[config.mk]
export PLATFORM = sky130hd
export DESIGN_NAME = pipeline_hazard_ctrl
export DESIGN_NICKNAME = d
export VERILOG_FILES = /design/src/rtl/pipeline_hazard_ctrl.sv
export SDC_FILE = /design/constraint.sdc
export NUM_CORES = 1
export LEC_CHECK = 0
export BUFFER_PORTS_ARGS = -buffer_cell sky130_fd_sc_hd__buf_2
export CORE_MARGIN = 1
export CORE_UTILIZATION = 35
export DETAILED_ROUTE_END_ITERATION = 10
export GPL_ROUTABILITY_DRIVEN = 0
export PLACE_DENSITY_LB_ADDON = 0.15
export SLEW_MARGIN = 20
export SYNTH_ARGS = -nofsm -noshare
export SYNTH_HDL_FRONTEND = slang
export SYNTH_SLANG_ARGS = --single-unit
[constraint.sdc]
create_clock -name clk -period 1.7 [get_ports clk]
set_input_delay 0.17 -clock clk [delete_from_list [all_inputs] [get_ports clk]]
set_output_delay 0.17 -clock clk [all_outputs]
set_load 0.05 [all_outputs]
[src/rtl/pipeline_hazard_ctrl.sv]
// Decode-stage sequencer: load-use stall, JMP squash and Cond_J resolution wait.
// Latency: outputs are combinational from current state and the IF/ID instruction.
// Backpressure: hold freezes all enables and state; HAZ_PERF_CNT_EN adds stall_cnt.
module pipeline_hazard_ctrl #(
  parameter int JMP_FLUSH = 1,
  parameter int CJ_LAT    = 2
) (
  input  logic        clk,
  input  logic        reset,
  input  logic [23:0] ins,
  input  logic        hold,
  input  logic        cond_taken,
  output logic        pc_en,
  output logic        ifid_en,
  output logic        bubble,
  output logic [1:0]  pc_sel,
  output logic [1:0]  state
`ifdef HAZ_PERF_CNT_EN
  ,
  output logic [15:0] stall_cnt
`endif
);

  typedef enum logic [1:0] {
    ST_RUN     = 2'b00,
    ST_FLUSH   = 2'b01,
    ST_CJ_WAIT = 2'b10
  } state_t;

  localparam logic [3:0] JMP_CNT = 4'(JMP_FLUSH - 1);
  localparam logic [3:0] CJ_CNT  = 4'(CJ_LAT - 1);

  state_t     state_q, state_d;
  logic [3:0] cnt_q, cnt_d;
  logic       ld_valid_q, ld_valid_d;
  logic [4:0] ld_rw_q, ld_rw_d;

  // Instruction field decode
  logic [4:0] opcode, rw, ra, rb;
  logic       is_jmp, is_cj, is_ld, is_st, is_imm;
  logic       reads_ra, reads_rb, reads_rw, use_hit;
  logic       unused_ins;

  assign opcode = ins[23:19];
  assign rw     = ins[18:14];
  assign ra     = ins[13:9];
  assign rb     = ins[8:4];
  assign unused_ins = ^ins[3:0];

  assign is_jmp = (opcode == 5'b11000);
  assign is_cj  = (opcode[4:2] == 3'b111);
  assign is_ld  = (opcode == 5'b10100);
  assign is_st  = (opcode == 5'b10101);
  assign is_imm = ~ins[23] & ins[22];

  assign reads_ra = ~(is_jmp | is_cj);
  assign reads_rb = ~(is_jmp | is_cj | is_imm);
  assign reads_rw = is_st;

  // ld_rw is never zero while ld_valid is set, so r0 cannot stall
  assign use_hit = ld_valid_q & ((reads_ra & (ra == ld_rw_q)) |
                                 (reads_rb & (rb == ld_rw_q)) |
                                 (reads_rw & (rw == ld_rw_q)));

  assign state = state_q;

  // State, countdown and pending-load registers
  always_ff @(posedge clk or negedge reset) begin
    if (!reset) begin
      state_q    <= ST_RUN;
      cnt_q      <= 4'd0;
      ld_valid_q <= 1'b0;
      ld_rw_q    <= 5'd0;
    end else begin
      state_q    <= state_d;
      cnt_q      <= cnt_d;
      ld_valid_q <= ld_valid_d;
      ld_rw_q    <= ld_rw_d;
    end
  end

  // Next-state and output decode; reset forcing and hold take priority
  always_comb begin
    state_d    = state_q;
    cnt_d      = cnt_q;
    ld_valid_d = ld_valid_q;
    ld_rw_d    = ld_rw_q;
    pc_en      = 1'b0;
    ifid_en    = 1'b0;
    bubble     = 1'b0;
    pc_sel     = 2'b00;
    if (!reset) begin
      bubble = 1'b1;
    end else if (!hold) begin
      case (state_q)
        ST_RUN: begin
          ld_valid_d = is_ld & (rw != 5'd0);
          ld_rw_d    = rw;
          if (use_hit) begin
            // One-cycle stall; the load result is forwardable next cycle
            bubble     = 1'b1;
            ld_valid_d = 1'b0;
            ld_rw_d    = ld_rw_q;
          end else if (is_jmp) begin
            pc_sel  = 2'b01;
            pc_en   = 1'b1;
            ifid_en = 1'b1;
            state_d = ST_FLUSH;
            cnt_d   = JMP_CNT;
          end else if (is_cj) begin
            // Cond_J moves on to EX while fetch waits for the outcome
            state_d = ST_CJ_WAIT;
            cnt_d   = CJ_CNT;
          end else begin
            pc_en   = 1'b1;
            ifid_en = 1'b1;
          end
        end
        ST_FLUSH: begin
          pc_en      = 1'b1;
          ifid_en    = 1'b1;
          bubble     = 1'b1;
          ld_valid_d = 1'b0;
          if (cnt_q == 4'd0) state_d = ST_RUN;
          else               cnt_d   = cnt_q - 4'd1;
        end
        ST_CJ_WAIT: begin
          bubble     = 1'b1;
          ld_valid_d = 1'b0;
          if (cnt_q != 4'd0) begin
            cnt_d = cnt_q - 4'd1;
          end else begin
            pc_en   = 1'b1;
            ifid_en = 1'b1;
            if (cond_taken) begin
              pc_sel  = 2'b10;
              state_d = ST_FLUSH;
              cnt_d   = 4'd0;
            end else begin
              state_d = ST_RUN;
            end
          end
        end
        default: begin
          state_d = ST_RUN;
          cnt_d   = 4'd0;
        end
      endcase
    end
  end

`ifdef HAZ_PERF_CNT_EN
  logic [15:0] stall_cnt_q;
  assign stall_cnt = stall_cnt_q;

  // Saturating count of bubble cycles that were not frozen by hold
  always_ff @(posedge clk or negedge reset) begin
    if (!reset)
      stall_cnt_q <= 16'd0;
    else if (bubble && !hold && stall_cnt_q != 16'hFFFF)
      stall_cnt_q <= stall_cnt_q + 16'd1;
  end
`endif

endmodule

==> metrics.txt <==
# TYPE chip_impl_metric gauge
chip_impl_metric{name="routed-via-count",unit=""} 1335
chip_impl_metric{name="max_cap_viol_count",unit=""} 0
chip_impl_metric{name="final_period_minus_worst_setup_slack",unit="ns"} 2.13
chip_impl_metric{name="synth_fp_nets",unit=""} 174
chip_impl_info{name="post_synth_top_area_cell",value="sky130_fd_sc_hd__dfrtp_1"} 1
chip_impl_metric{name="design.final.nets",unit=""} 247
chip_impl_metric{name="drt-vias-per-instance",unit=""} 5.21
chip_impl_metric{name="initialDrtViolationCount",unit=""} 97
chip_impl_metric{name="achievable-frequency",unit="MHz"} 470
chip_impl_metric{name="global_route.overflow_total",unit=""} 0
chip_impl_info{name="rsz0062_at_grt",value="true"} 1
chip_impl_info{name="post_synth_main_area_contributors",value="sky130_fd_sc_hd__dfrtp_1 (25%), sky130_fd_sc_hd__xor2_1 (8.0%), sky130_fd_sc_hd__ha_1 (6.2%)"} 1
chip_impl_info{name="cts_tree",value="yes"} 1
chip_impl_metric{name="stdcell_count",unit=""} 256
chip_impl_metric{name="filler_cell_count",unit=""} 277
chip_impl_metric{name="pin_count_of_the_biggest_net_entering_global_routing",unit=""} 14
chip_impl_metric{name="number_of_sinks_driven_by_the_clock_tree",unit=""} 12
chip_impl_metric{name="floorplan.io_pins",unit=""} 35
chip_impl_metric{name="mapped_area",unit="sq um"} 1210
chip_impl_metric{name="io_buffer_count",unit=""} 30
chip_impl_info{name="cts_root_buf",value="sky130_fd_sc_hd__clkbuf_4"} 1
chip_impl_info{name="synthFlopType",value="sky130_fd_sc_hd__dfrtp_1"} 1
chip_impl_metric{name="postSynthRegisterBits",unit=""} 12
chip_impl_info{name="run_status",value="finished with violations"} 1
chip_impl_metric{name="cts_max_level",unit=""} 1
chip_impl_metric{name="antenna_cells_inserted",unit=""} 0
chip_impl_metric{name="finalCritPeriodShare",unit=""} 1.25
chip_impl_metric{name="synth_cell_type_count",unit=""} 43
chip_impl_metric{name="ys_async_sr_fraction",unit=""} 1.00
chip_impl_metric{name="effective_utilization_at_floorplan",unit=""} 0.381
chip_impl_metric{name="standby_leakage_power",unit="nW"} 0.935
chip_impl_metric{name="max-vdd-ir-drop",unit="V"} 0.00121
chip_impl_metric{name="areaGrowthSynthToFinish",unit="%"} 62.7
chip_impl_metric{name="power.total",unit="mW"} 3.12
chip_impl_metric{name="crit_arrival",unit="ns"} 1.96
chip_impl_metric{name="synth-edff-count",unit=""} 0
chip_impl_metric{name="floorplan.rows",unit=""} 20
chip_impl_metric{name="tightest_pin_transition",unit="ns"} 0.607
chip_impl_metric{name="worst_slew_margin_rel",unit=""} 0.594
chip_impl_metric{name="yosysSeqAreaShare",unit=""} 0.248
chip_impl_metric{name="critical_path.max_fanout",unit=""} 3
chip_impl_metric{name="finClkSkew",unit="ns"} 0.00877
chip_impl_metric{name="post_drt_wl_per_cell",unit="microns"} 14.1
chip_impl_metric{name="yosys_warnings",unit=""} 0
chip_impl_info{name="crit_type",value="flop to output pin"} 1
chip_impl_metric{name="cp.required",unit="ns"} 1.53
chip_impl_metric{name="die_w",unit="microns"} 60.8
chip_impl_metric{name="overall_die_area",unit="sq um"} 3700
chip_impl_metric{name="detailedPlacementHpwl",unit="mm"} 2.59
chip_impl_metric{name="clock_path_buffers",unit=""} 2
chip_impl_metric{name="power_per_cell_area",unit="nW/um^2"} 1590
chip_impl_metric{name="finalWorstSetupSlack",unit="ns"} -0.428
chip_impl_info{name="failing_checks",value="setup timing"} 1
chip_impl_metric{name="place.detailed.instances",unit=""} 234
chip_impl_metric{name="finalSetupViolations",unit=""} 16
chip_impl_info{name="timing.critical_path.from_type",value="flop"} 1
chip_impl_metric{name="ant_nets",unit=""} 0
chip_impl_metric{name="drv_slew",unit=""} 0
chip_impl_metric{name="grt_first_pass_wirelength",unit="mm"} 5.52
chip_impl_metric{name="tritoncts.num_buffers",unit=""} 3
chip_impl_info{name="synth_top_cells_by_count",value="sky130_fd_sc_hd__dfrtp_1 (12), sky130_fd_sc_hd__nor3_1 (11), sky130_fd_sc_hd__xor2_1 (11)"} 1
chip_impl_info{name="holdCritPathClass",value="primary input to flop"} 1
chip_impl_metric{name="postRouteWirelength",unit="mm"} 3.60
chip_impl_metric{name="remaining_drc_errors",unit=""} 0
chip_impl_metric{name="clock_latency",unit="ns"} 0.28
chip_impl_metric{name="antenna_found_initial",unit=""} 0
chip_impl_metric{name="first_global_vias",unit=""} 1178
chip_impl_metric{name="drt_pre_antenna_iters",unit=""} 4
chip_impl_metric{name="vertical_extent_of_the_die",unit="microns"} 60.8
chip_impl_metric{name="netlist_instances",unit=""} 140
chip_impl_metric{name="design.core.area",unit="sq um"} 3180
chip_impl_metric{name="post_route_cells_drive_above_1_share",unit=""} 0.509
chip_impl_info{name="most_frequently_used_cell_type_in_the_post_synthesis_netlist",value="sky130_fd_sc_hd__dfrtp_1"} 1
chip_impl_metric{name="synth_top_area_share",unit=""} 0.248
chip_impl_metric{name="post_synthesis_mean_instance_area",unit="sq um"} 8.65
chip_impl_metric{name="clk_transition_reported_paths",unit="ns"} 0.09
chip_impl_metric{name="finalHoldViolCount",unit=""} 0
chip_impl_info{name="crit_end_category",value="output pin"} 1
chip_impl_metric{name="grtUsageTotal",unit=""} 0.204
## registers in the layout (all words and copies together), names as in the netlist
name        cells
ld_valid_q      1
state           2
ld_rw_q         5
cnt_q           4
## logic make-up (layout without fill, tap and decap cells)
group / after synthesis / in the layout / synth area share
AOI/OAI and AO/OA: 36 / 36 / 0.228
xor gates and xnor gates: 15 / 15 / 0.108
adders and majority gates: 6 / 6 / 0.0620
buffers and inverters: 14 / 86 / 0.0651
DFF: 12 / 12 / 0.248
muxes: 4 / 4 / 0.0351
and+or+nand+nor: 53 / 53 / 0.253
## cell usage in the layout (no fill, tap or decap), drive strengths merged, types with 2 or more instances in the layout
cell,n
a211o,5
inv,7
nand2b,4
o21a,2
and2,5
nor3,11
buf,74
xnor2,4
o21ai,9
clkbuf,4
xor2,11
nor3b,5
mux2,2
nor2,6
a221o,5
dfrtp,12
or4,2
a21oi,4
ha,6
nand3,2
mux2i,2
o41ai,2
nand2,10
nor4,4
## report_power, final
| part | switching (mW) | leakage, nW | total, mW | internal (mW) |
|---|---|---|---|---|
| clock network | 0.111 | 0.0210 | 0.241 | 0.130 |
| logic | 1.14 | 0.767 | 2.35 | 1.21 |
| registers | 0.123 | 0.147 | 0.538 | 0.415 |
## cell type report
cell class	instances	area, sq um	share of cell area
clock buffer	4	36.3	0.0184
tap	44	55.1	0.0279
inverter	7	26.3	0.0133
sequential	12	303	0.154
timing repair buffer	75	556	0.282
multi-input combinational	114	995	0.505
## layer usage
| layer | vias to the layer above | global-route usage | share of wire |
|---|---|---|---|
| met4 | 0 | 0.0584 | 0.0050 |
| met2 | 49 | 0.319 | 0.44 |
| met3 | 2 | 0.0277 | 0.059 |
| met5 | - | 0 | 0 |
| li1 | 662 | - | - |
| met1 | 622 | 0.295 | 0.50 |
## worst paths after layout
| kind | start | end | slack (ns) | depth (start not counted) |
|---|---|---|---|---|
| min | reset | ld_valid_q$_DFFE_PN0P_ | 0.31 | 3 |
| max in group asynchronous | reset | state[1]$_DFFE_PN0P_ | 0.69 | 3 |
| min reg2reg | cnt_q[3]$_DFFE_PN0P_ | cnt_q[3]$_DFFE_PN0P_ | 0.59 | 2 |
| min in group asynchronous | reset | state[0]$_DFFE_PN0P_ | 0.59 | 3 |
| max reg2reg | ld_rw_q[3]$_DFFE_PN0P_ | ld_rw_q[0]$_DFFE_PN0P_ | -0.20 | 8 |
| max | ld_rw_q[3]$_DFFE_PN0P_ | ifid_en | -0.43 | 7 |
## timing repair
action / 4_1_cts / 5_1_grt
hold buffers: 1 / 0
endpoints found under the setup margin: 15 / 17
endpoints found under the hold margin: 12 / 0
buffers inserted: 14 / 5
pin swaps: 10 / 5
resized for setup: 27 / 12
## per-stage QoR
step                setup TNS, ns  setup WS (ns)  hold WS (ns)   util  area [sq um]
finish                      -2.61         -0.428         0.315  0.620          1970
global route                -4.00         -0.550         0.316  0.620          1970
CTS                         -1.94         -0.412         0.296  0.587          1860
detailed placement          -1.09         -0.169         0.182  0.515          1640
global placement            -1.17         -0.215         0.185  0.515          1640
floorplan                   -1.45         -0.519        -0.126      -          1280
## worst max-delay path: stages, from the launching register on
cell and delay, ns:
sky130_fd_sc_hd__dfrtp_1 0.42, sky130_fd_sc_hd__buf_4 0.15, sky130_fd_sc_hd__xor2_1 0.12, sky130_fd_sc_hd__nor4_1 0.07, sky130_fd_sc_hd__a32o_2 0.26, sky130_fd_sc_hd__o211a_1 0.24
sky130_fd_sc_hd__nor4_4 0.21, sky130_fd_sc_hd__buf_6 0.21
Note: power is estimated with default switching activity, not from simulation.
